`src/rtl/audio_serial_slave.sv`:
```
// ---------------------------------------------------------------------------
// audio_serial_slave
//
// Codec-side endpoint of a left-justified, MSB-first audio serial link.
// BCLK/LRCK come from an external master and are oversampled on clk. DAC
// data is deserialized into channel-tagged words; ADC words are serialized
// back out, one stereo pair per frame, from a single-entry holding register.
//
// Ports
//   clk          system clock, all state on rising edge
//   reset        asynchronous, active-high
//   AUD_BCLK     bit clock from master (async to clk)
//   AUD_LRCK     frame clock from master, 1 = left slot
//   AUD_DACDAT   serial data from master
//   AUD_ADCDAT   serial data to master
//   rx_data      last completed received word
//   rx_left      channel of rx_data, 1 = left
//   rx_valid     one-cycle pulse when rx_data/rx_left update
//   rx_short     one-cycle pulse when a slot ended before DATA_WIDTH bits
//   tx_left      left word of the pair to transmit
//   tx_right     right word of the pair to transmit
//   tx_valid     pair offered
//   tx_ready     holding register empty
//   tx_underrun  one-cycle pulse when a left slot starts with no pair held
// ---------------------------------------------------------------------------
module audio_serial_slave #(
    parameter int DATA_WIDTH = 16
) (
    input  logic                  clk,
    input  logic                  reset,
    input  logic                  AUD_BCLK,
    input  logic                  AUD_LRCK,
    input  logic                  AUD_DACDAT,
    output logic                  AUD_ADCDAT,
    output logic [DATA_WIDTH-1:0] rx_data,
    output logic                  rx_left,
    output logic                  rx_valid,
    output logic                  rx_short,
    input  logic [DATA_WIDTH-1:0] tx_left,
    input  logic [DATA_WIDTH-1:0] tx_right,
    input  logic                  tx_valid,
    output logic                  tx_ready,
    output logic                  tx_underrun
);

    localparam int CW = $clog2(DATA_WIDTH + 1);

    typedef enum logic [1:0] {
        WARMUP,
        IDLE,
        RUN
    } state_t;

    state_t state, state_next;
    logic [1:0] warm_cnt;

    // [0],[1] synchronize; [2] is the previous synchronized value for edges
    logic [2:0] bclk_sync;
    logic [2:0] lrck_sync;
    logic [1:0] dac_sync;

    logic bclk_rise, bclk_fall, lrck_rise, lrck_fall, lrck_edge;
    logic left_start, right_start;

    logic [CW-1:0]         bit_cnt;
    logic [DATA_WIDTH-1:0] rx_shift;
    logic [DATA_WIDTH-1:0] tx_shift;
    logic [DATA_WIDTH-1:0] right_buf;
    logic [DATA_WIDTH-1:0] hold_left;
    logic [DATA_WIDTH-1:0] hold_right;
    logic                  hold_full;

    assign bclk_rise = bclk_sync[1] & ~bclk_sync[2];
    assign bclk_fall = ~bclk_sync[1] & bclk_sync[2];
    assign lrck_rise = lrck_sync[1] & ~lrck_sync[2];
    assign lrck_fall = ~lrck_sync[1] & lrck_sync[2];
    assign lrck_edge = lrck_rise | lrck_fall;

    // The LRCK edge that moves IDLE to RUN already opens the first RUN slot.
    assign left_start  = lrck_rise & (state != WARMUP);
    assign right_start = lrck_fall & (state != WARMUP);

    assign AUD_ADCDAT = tx_shift[DATA_WIDTH-1];
    assign tx_ready   = ~hold_full;

    // NOTE: sequential state uses non-blocking assignments so every flop
    // samples values from before the edge, independent of statement order.
    always_ff @(posedge clk or posedge reset) begin
        if (reset) begin
            bclk_sync <= '0;
            lrck_sync <= '0;
            dac_sync  <= '0;
            state     <= WARMUP;
            warm_cnt  <= '0;
        end else begin
            bclk_sync <= {bclk_sync[1:0], AUD_BCLK};
            lrck_sync <= {lrck_sync[1:0], AUD_LRCK};
            dac_sync  <= {dac_sync[0], AUD_DACDAT};
            state     <= state_next;
            if (state == WARMUP) begin
                warm_cnt <= warm_cnt + 2'd1;
            end
        end
    end

    // NOTE: next-state is defaulted before the case so no path leaves it
    // unassigned, which would otherwise infer a latch.
    always_comb begin
        state_next = state;
        case (state)
            WARMUP:  if (warm_cnt == 2'd2) state_next = IDLE;
            IDLE:    if (lrck_edge) state_next = RUN;
            RUN:     state_next = RUN;
            default: state_next = WARMUP;
        endcase
    end

    // Receive path
    always_ff @(posedge clk or posedge reset) begin
        if (reset) begin
            bit_cnt  <= '0;
            rx_shift <= '0;
            rx_data  <= '0;
            rx_left  <= 1'b0;
            rx_valid <= 1'b0;
            rx_short <= 1'b0;
        end else begin
            rx_valid <= 1'b0;
            rx_short <= 1'b0;
            if (lrck_edge && state != WARMUP) begin
                // bit_cnt is always zero in IDLE, so only RUN can flag short
                if (bit_cnt != '0 && bit_cnt < CW'(DATA_WIDTH)) begin
                    rx_short <= 1'b1;
                end
                bit_cnt <= '0;
            end else if (state == RUN && bclk_rise && bit_cnt < CW'(DATA_WIDTH)) begin
                rx_shift <= {rx_shift[DATA_WIDTH-2:0], dac_sync[1]};
                bit_cnt  <= bit_cnt + CW'(1);
                if (bit_cnt == CW'(DATA_WIDTH - 1)) begin
                    rx_data  <= {rx_shift[DATA_WIDTH-2:0], dac_sync[1]};
                    rx_left  <= lrck_sync[1];
                    rx_valid <= 1'b1;
                end
            end
        end
    end

    // Transmit path and holding register
    always_ff @(posedge clk or posedge reset) begin
        if (reset) begin
            tx_shift    <= '0;
            right_buf   <= '0;
            hold_left   <= '0;
            hold_right  <= '0;
            hold_full   <= 1'b0;
            tx_underrun <= 1'b0;
        end else begin
            tx_underrun <= 1'b0;

            // A slot start reloads the shifter and wins over a coincident
            // BCLK falling edge, so the MSB is never shifted away.
            if (left_start) begin
                if (hold_full) begin
                    tx_shift  <= hold_left;
                    right_buf <= hold_right;
                end else begin
                    tx_shift    <= '0;
                    right_buf   <= '0;
                    tx_underrun <= 1'b1;
                end
            end else if (right_start) begin
                tx_shift <= right_buf;
            end else if (state == RUN && bclk_fall) begin
                tx_shift <= {tx_shift[DATA_WIDTH-2:0], 1'b0};
            end

            // Load needs empty, consume needs full: never both in one cycle.
            // A load coinciding with a left start therefore waits a frame.
            if (tx_valid && !hold_full) begin
                hold_full  <= 1'b1;
                hold_left  <= tx_left;
                hold_right <= tx_right;
            end else if (left_start && hold_full) begin
                hold_full <= 1'b0;
            end
        end
    end

endmodule

```
`config.mk`:
```
export PLATFORM = sky130hd
export DESIGN_NAME = audio_serial_slave
export DESIGN_NICKNAME = d
export VERILOG_FILES = /design/src/rtl/audio_serial_slave.sv
export SDC_FILE = /design/constraint.sdc
export NUM_CORES = 1
export LEC_CHECK = 0
export BUFFER_PORTS_ARGS = -buffer_cell sky130_fd_sc_hd__buf_2
export CORE_UTILIZATION = 62
export CTS_CLUSTER_DIAMETER = 30
export CTS_CLUSTER_SIZE = 12
export DETAILED_ROUTE_END_ITERATION = 7
export GPL_TIMING_DRIVEN = 0
export PLACE_DENSITY = 0.82
export SLEW_MARGIN = 40
export SYNTH_ARGS = -nofsm -noshare
export SYNTH_HDL_FRONTEND = slang
export SYNTH_SLANG_ARGS = --single-unit
export TNS_END_PERCENT = 50
```
`constraint.sdc`:
```
create_clock -name clk -period 9.4 [get_ports clk]
set_input_delay 1.41 -clock clk [delete_from_list [all_inputs] [get_ports clk]]
set_output_delay 1.41 -clock clk [all_outputs]
set_load 0.02 [all_outputs]
```
# Word-level counts from Yosys, hierarchy flattened
# Index checks and enable logic that the tools add are counted.
# op_classes
n_eq_ne	6
bitwise	13
addsub	2
n_lt_le_gt_ge	1
n_mux	19
reduce_logical	17
# ops
op	n
$mux 16	5
$mux 5	2
$mux 1	9
$logic_and 1x1->1	7
$and 1x1->1	6
$not 1->1	6
$pmux 2 s3	1
$reduce_bool 2->1	3
$add 5x1->5 const B	1
$eq 5x4->1 const B	1
$lt 5x5->1 const B	1
$reduce_bool 5->1	1
$eq 2x2->1 const B	2
$mux 2	2
$reduce_and 2->1	2
$reduce_and 3->1	1
$reduce_bool 3->1	1
$add 2x1->2 const B	1
$eq 2x1->1 const B	1
$logic_not 2->1	1
$ne 2x1->1 const B	1
$ne 2x2->1 const B	1
$logic_not 1->1	1
$or 1x1->1	1
# word_totals
reg_bits	117
inputBits	38

# Longest topological paths before layout
# Gate-level depths: netlist of the first run.
# logic_depth
ltp_word	6
ltp_mapped	9
ltp_nobuf	6

# Worst setup path after synthesis of the first run
# OpenSTA, ideal clock, no wires.
# synth_path
path_type	input-to-reg
start	input tx_valid
end	register hold_right[0]
setup_time_ns	0.125
n_path_buf	2
slack_ns	7.029
stages	4
arrival_ns	2.246
path_cell_list	nor2b_1 clkbuf_1 buf_2 mux2_2
# synth_via
elab_chain_len	1
# synth_lines
element	line	source
from (decl)	41	input logic tx_valid,
$logic_and 1x1->1	179	if (tx_valid && !hold_full) begin
to (signal assigned)	182	hold_right <= tx_right;
to (decl)	70	logic [DATA_WIDTH-1:0] hold_right;
# Every way passes these cells.
# A chain may end at the register's enable or synchronous reset.

# Worst setup path after layout of the first run
# layout_path
start	register hold_full
end	output tx_ready
# layout_via
elab_chain_len	1
# layout_lines
element	line	source
from (decl)	71	logic hold_full;
from (signal assigned)	155	hold_full <= 1'b0;
from (signal assigned)	180	hold_full <= 1'b1;
from (signal assigned)	184	hold_full <= 1'b0;
$not 1->1	84	assign tx_ready = ~hold_full;
to (decl)	42	output logic tx_ready,
# Every way passes these cells.

==> flow_summary.ini, run 1 <==
[clocking]
clock_sinks = 117
insertion_delay_to_the_later_sink_of_the_worst_skew_pair_ns = 0.53
clk_transition_reported_paths_ns = 0.06
tritoncts = yes
cts-resized-gates = 0
ctsLongestPathBuffers = 2
cts-root-buf = sky130_fd_sc_hd__clkbuf_8
tritoncts.num_buffers = 17
cts-hold-fix-buffers = 0
cts.repair_timing.setup_buffer_count = 0
htree_levels = 4

[setup_path]
critical-path-slowest-cell = sky130_fd_sc_hd__dfrtp_1
worst_setup_path_category = register to output port
worstSetupPathDepth = 2
setup.worst_path.start = hold_full
crit_path_max_fanout = 4
crit-reg2reg-launch = lrck_sync[1]
setup.reg_to_reg.worst_slack_ns = 7.00
crit_end = tx_ready
critical_path.startpoint_type = register
cp_data_arrival_time_ns = 1.21
worst_setup_path_end_kind = output port
worst_ep_required_time_ns = 7.99
regToRegEndpoint = rx_data[1]
path_buf_inv = 2
cpLargestDelayFamily = flip-flops
crit_path_cell_trace = inv_1 -> buf_2
timing.reg2reg.worst_path_depth = 8
largest_stage_delay_on_the_critical_path_ns = 0.42

[cells_and_area]
layout-area-overhead-vs-synth_pct = 21.8
antenna-diode-count = 0
layout.cells.most_common_list = sky130_fd_sc_hd__dfrtp_1, sky130_fd_sc_hd__buf_2, sky130_fd_sc_hd__mux2_2
fin_cells = 532
leading_cell_type_in_the_layout_fill_and_taps_excluded = sky130_fd_sc_hd__dfrtp_1
fillCellCount = 416
drive_gt1_share_pct = 42.0
nets = 468

[synthesis]
yosys_warnings = 0
synth_seq_cells = 117
post_synth_cell_types = 29
post_synth.cell_area_avg_um2 = 13.9
synth_edf_count = 0
cell_count_after_synthesis = 341
synth_seq_area_share_pct = 61.7
post_synth_instance_area_um2 = 4750
synth-async-reset-ratio_pct = 100
ys_dominant_reg_cell = sky130_fd_sc_hd__dfrtp_1
syn-num-nets = 389

[sta]
rsz0062_at_grt = no
skew_ns = 0.0102
post-route-worst-setup-slack_ns = 6.78
report.final.hold_viol_count = 0
final.setup.tns_ns = 0
timing.final.setup_violations = 0
max_slew_margin_pct = 64.2
maxSlewViolCount = 0
layout_worst_path_cycle_share_pct = 27.9
worstMarginPinSlew_ns = 0.537
final_period_minus_worst_setup_slack_ns = 2.62
max_freq_mhz = 381

[detailed_routing]
route.detailed.vias_per_inst = 5.65
wl_per_cell_um = 18.2
vias = 3005
routed_wirelength_mm = 9.67
antenna_violating_nets_post_route = 0
drtPass1Iterations = 4
drc_violations_left = 0
drt_iter0_markers = 205

[power_and_ir_drop]
total_power_w = 0.00180
p_per_area_nw_per_um2 = 311
switching_share_pct = 30.0
cellInternalPower_w = 0.00126
ir_worst_vdd_uv = 208
power.leakage_nw = 2.88
power.share.combinational_pct = 22.5
flop_pwr_share_pct = 42.6
p_sw_w = 0.000539
portion_of_total_power_attributed_to_the_clock_network_pct = 34.9

[floorplan]
boundaryPins = 60
initial_cell_density_of_the_core_pct = 64.8
floorplan.die_area_um2 = 8010
die_w_um = 89.5
num_rows = 31
coreArea_um2 = 7330
die_h_um = 89.5

[grt]
groute.usage.overall_pct = 27.3
initial_antenna_violation_count = 0
grtUsageMet1_pct = 34.9
global_route.usage.met2_pct = 44.1
first_global_vias = 3095
gr-max-usage-layer = met2
first_pass_grt_wire_length_mm = 15.5
gr-total-overflow = 0
grt_start_max_net_pins = 80
grtUsageMet3_pct = 7.57

[min_path]
worstHoldPathType = register to register

[job]
number_of_maximum_capacitance_violations = 0

[place]
globalplace.congestion = 0.785
place_worst_setup_slack_ns = 6.71
numPortBuffers = 59
dpl.cell_count = 500
dp_hpwl_mm = 5.64

[status]
run_status = completed
-- routing by layer --
metal	vias up	wire length, um	share of wire, %
met5	-	0	0
met4	0	253	2.6
met3	25	394	4.1
met2	96	4910	51
met1	1523	4110	43
li1	1361	-	-
-- flip-flops by register name, summed over array words and instances, names as in the netlist --
| name | cells |
|---|---|
| bit_cnt | 5 |
| tx_shift | 16 |
| bclk_sync | 3 |
| rx_shift | 15 |
| state | 2 |
| hold_left | 16 |
| tx_underrun | 1 |
| rx_valid | 1 |
| dac_sync | 2 |
| hold_right | 16 |
| hold_full | 1 |
| lrck_sync | 3 |
| warm_cnt | 2 |
| rx_left | 1 |
| right_buf | 16 |
| rx_short | 1 |
| rx_data | 16 |
-- Yosys cell counts, types with 2 or more instances --
cell type	count	share of area, %
sky130_fd_sc_hd__o21ai_0	2	0.21
sky130_fd_sc_hd__inv_1	14	1.1
sky130_fd_sc_hd__clkbuf_1	8	0.63
sky130_fd_sc_hd__o221ai_1	2	0.37
sky130_fd_sc_hd__nand2b_1	3	0.40
sky130_fd_sc_hd__ha_1	10	2.6
sky130_fd_sc_hd__a22oi_1	16	2.5
sky130_fd_sc_hd__buf_2	9	0.95
sky130_fd_sc_hd__dfrtp_1	117	62
sky130_fd_sc_hd__buf_4	2	0.32
sky130_fd_sc_hd__mux2_1	3	0.71
sky130_fd_sc_hd__mux2_2	67	16
sky130_fd_sc_hd__mux2_4	9	2.8
sky130_fd_sc_hd__nand2_1	8	0.63
sky130_fd_sc_hd__nor2_1	25	2.0
sky130_fd_sc_hd__a21oi_1	17	1.8
sky130_fd_sc_hd__xor2_1	3	0.55
sky130_fd_sc_hd__a22o_1	15	2.8
-- per-stage QoR --
step	area [um^2]	hold slack, ns	util [%]
after floorplan	4750	0.331	-
after global placement	5170	0.332	70.5
after detailed placement	5200	0.337	71.0
after CTS	5780	0.350	78.9
after global routing	5780	0.364	78.9
final	5780	0.347	78.9
-- power by group through the flow --
stage | Combinational, W | Sequential, W | Clock, W
final | 0.000404 | 0.000766 | 0.000627
after global routing | 0.000451 | 0.000785 | 0.000655
after CTS | 0.000409 | 0.000765 | 0.000633
after detailed placement | 0.000392 | 0.000766 | 0
after global placement | 0.000368 | 0.000759 | 0
after floorplan | 0.000313 | 0.000736 | 0
-- worst min-delay path by stage --
stage                            start      endpoint  slack (ns)  cells after the start
final                     bclk_sync[0]  bclk_sync[1]        0.35                      0
after global routing      lrck_sync[0]  lrck_sync[1]        0.36                      0
after CTS                 bclk_sync[0]  bclk_sync[1]        0.35                      0
after detailed placement  bclk_sync[0]  bclk_sync[1]        0.34                      0
after global placement    lrck_sync[0]  lrck_sync[1]        0.33                      0
after floorplan           bclk_sync[0]  bclk_sync[1]        0.33                      0
-- worst register-to-register path, stage by stage, from the launching register on --
cell and delay (ns):
sky130_fd_sc_hd__dfrtp_1 0.42, sky130_fd_sc_hd__inv_1 0.06, sky130_fd_sc_hd__ha_1 0.34, sky130_fd_sc_hd__nor2_1 0.36, sky130_fd_sc_hd__and2b_1 0.26, sky130_fd_sc_hd__buf_4 0.18
sky130_fd_sc_hd__nand2_4 0.15, sky130_fd_sc_hd__buf_6 0.20, sky130_fd_sc_hd__mux2_4 0.32
-- final cells by class --
cell class | count | area [um^2] | share of cell area [%]
Clock buffer | 18 | 428 | 7.40
Buffer | 20 | 101 | 1.75
Clock inverter | 14 | 153 | 2.64
Inverter | 14 | 60.1 | 1.04
Multi-Input combinational cell | 190 | 1670 | 28.8
Sequential cell | 117 | 2930 | 50.6
Tap cell | 99 | 124 | 2.14
Timing Repair Buffer | 60 | 323 | 5.58
-- logic make-up after synthesis --
family | Yosys count | share of synthesized area (%)
AOI/OAI and AO/OA | 55 | 8.17
DFF | 117 | 61.7
muxes | 80 | 19.7
and+or+nand+nor | 42 | 4.06
adders and majority gates | 10 | 2.64
buffers and inverters | 34 | 3.24
xor gates and xnor gates | 3 | 0.554
Note: power is estimated with default switching activity, not from simulation.
==> run 2: changes to the inputs <==
Settings changed: CORE_UTILIZATION 62 to 57, PLACE_DENSITY 0.82 to 0.76.
Clock period 9.4 ns to 2.43 ns, I/O delays scaled along.
==> run 2 against run 1 <==
Net effect: largest cell class unchanged; highest routed layer unchanged; die area increased by 8.6%; sequential power increased to 3.9 times the previous value; register-to-register slack got worse by 6.8 ns; largest power group unchanged; sequential share of layout area decreased by 1.3 points; via count decreased by 2.4%.
==> flow_summary.ini, run 2 (same netlist as run 1, synthesis figures left out) <==
[status]
run_status = completed

[clocking]
clock_sinks = 117
cts-root-buf = sky130_fd_sc_hd__clkbuf_8
htree_levels = 4
clk_transition_reported_paths_ns = 0.06
insertion_delay_to_the_later_sink_of_the_worst_skew_pair_ns = 0.52
tritoncts = yes
cts.repair_timing.setup_buffer_count = 0
ctsLongestPathBuffers = 2
tritoncts.num_buffers = 17

[cells_and_area]
seq_area_um2 = 2930
antenna-diode-count = 0
fin_cells = 543
leading_cell_type_in_the_layout_fill_and_taps_excluded = sky130_fd_sc_hd__dfrtp_1
nets = 476
fillCellCount = 478
drive_gt1_share_pct = 42.9
area_taken_by_multi_input_logic_gates_um2 = 1670
layout.cells.most_common_list = sky130_fd_sc_hd__dfrtp_1, sky130_fd_sc_hd__buf_2, sky130_fd_sc_hd__mux2_2
layout-area-overhead-vs-synth_pct = 25.1

[min_path]
worstHoldPathType = input port to register
min_delay_worst_endpoint = hold_right[5]
whs_path_depth = 2
hold_path_startpoint = tx_right[5]

[power_and_ir_drop]
power.leakage_nw = 2.95
p_per_area_nw_per_um2 = 1170
portion_of_total_power_attributed_to_the_clock_network_pct = 34.7
flop_pwr_share_pct = 42.8
switching_share_pct = 29.3
ir_worst_vdd_uv = 615
power.share.combinational_pct = 22.6
p_sw_w = 0.00203
cellInternalPower_w = 0.00489

[detailed_routing]
drt_iter0_markers = 134
vias = 2934
routed_wirelength_mm = 9.08
drtPass1Iterations = 5
antenna_violating_nets_post_route = 0
route.detailed.vias_per_inst = 5.40
wl_per_cell_um = 16.7
drc_violations_left = 0

[sta]
layout_worst_path_cycle_share_pct = 92.2
report.final.hold_viol_count = 0
timing.final.setup_violations = 0
maxSlewViolCount = 0
worstMarginPinSlew_ns = 0.499
skew_ns = 0.0107
worst_hold_slack_ns = 0.0607
final_period_minus_worst_setup_slack_ns = 2.24
max_slew_margin_pct = 66.7
max_freq_mhz = 446
rsz0062_at_grt = no

[setup_path]
critical_path.startpoint_type = register
cp_data_arrival_time_ns = 2.63
setup.reg_to_reg.worst_slack_ns = 0.19
crit_path_max_fanout = 10
timing.reg2reg.worst_path_depth = 8
worst_setup_path_category = register to register
regToRegEndpoint = rx_data[1]
crit-reg2reg-launch = lrck_sync[1]
worst_setup_path_end_kind = register
worst_ep_required_time_ns = 2.82

[grt]
groute.usage.overall_pct = 23.7
first_pass_grt_wire_length_mm = 15.3
gr-total-overflow = 0
grt_start_max_net_pins = 26
initial_antenna_violation_count = 0
first_global_vias = 3035

[floorplan]
die_w_um = 93.3
floorplan.die_area_um2 = 8700
boundaryPins = 60
die_h_um = 93.3
initial_cell_density_of_the_core_pct = 60.2
coreArea_um2 = 7890
num_rows = 32

[place]
globalplace.congestion = 0.779
numPortBuffers = 59
dpl.cell_count = 507
dp_hpwl_mm = 6.04

[job]
number_of_maximum_capacitance_violations = 0
-- run 2: cell types whose count changed in the layout (fill, tap and decap cells not counted), moves of 2 or more --
cell | previous run | this run
sky130_fd_sc_hd__buf_16 | 1 | 5
sky130_fd_sc_hd__nor2_2 | 0 | 2
sky130_fd_sc_hd__dlygate4sd3_1 | 0 | 4
sky130_fd_sc_hd__nor2_1 | 25 | 23
-- run 2: cell type report --
class	count	area share, %
sequential	117	49.3
timing repair buffer	68	7.96
tap	102	2.15
clock buffer	18	7.20
multi-input combinational	190	28.1
clock inverter	14	2.59
inverter	14	0.948
buffer	20	1.73
-- run 2: repair_timing --
item                                   in CTS  in global routing
setup endpoints to repair                   0                 10
endpoints found under the hold margin      14                  0
hold buffers                                4                  0
gates resized for setup                     0                  4
-- run 2: power groups by stage --
stage	Sequential (W)	Combinational [W]	Clock (W)
3_3_place_gp	0.00294	0.00143	0
3_5_place_dp	0.00297	0.00154	0
6_report	0.00296	0.00156	0.00240
4_1_cts	0.00296	0.00157	0.00244
2_1_floorplan	0.00285	0.00121	0
5_1_grt	0.00303	0.00174	0.00252
-- run 2: metrics by stage --
| step | utilization (%) | TNS, ns | area [um^2] | power [W] | setup slack (ns) |
|---|---|---|---|---|---|
| floorplan | - | 0 | 4750 | 0.00406 | 0.378 |
| global placement | 65.6 | -5.21 | 5170 | 0.00437 | -0.0500 |
| detailed placement | 67.3 | 0 | 5310 | 0.00451 | 0.0833 |
| CTS | 75.2 | 0 | 5930 | 0.00697 | 0.0612 |
| global route | 75.3 | 0 | 5940 | 0.00729 | 0.0569 |
| finish | 75.3 | 0 | 5940 | 0.00692 | 0.189 |
-- run 2: worst max-delay path by stage --
stage,start,slack [ns],end,cells after the start
3_5_place_dp,lrck_sync[1],0.08,rx_data[1],8
5_1_grt,state[1],0.06,tx_shift[4],7
3_3_place_gp,reset,-0.05,hold_right[4],2
2_1_floorplan,lrck_sync[1],0.38,rx_data[0],8
6_report,lrck_sync[1],0.19,rx_data[1],8
4_1_cts,lrck_sync[1],0.06,rx_data[1],8
-- run 2: per-layer routing --
metal	vias up	routed length, um	global-route usage, %
met5	-	0	0
met4	0	104	9.49
met3	8	329	6.59
met2	72	4590	36.2
met1	1476	4050	32.3
li1	1378	-	-
-- run 2: critical path, stage by stage, from the launching register on --
cell and delay [ns]:
sky130_fd_sc_hd__dfrtp_1 0.42, sky130_fd_sc_hd__inv_1 0.06, sky130_fd_sc_hd__ha_1 0.35, sky130_fd_sc_hd__nor2_2 0.25, sky130_fd_sc_hd__and2b_1 0.22, sky130_fd_sc_hd__buf_4 0.16
sky130_fd_sc_hd__nand2_4 0.14, sky130_fd_sc_hd__buf_6 0.19, sky130_fd_sc_hd__mux2_4 0.32
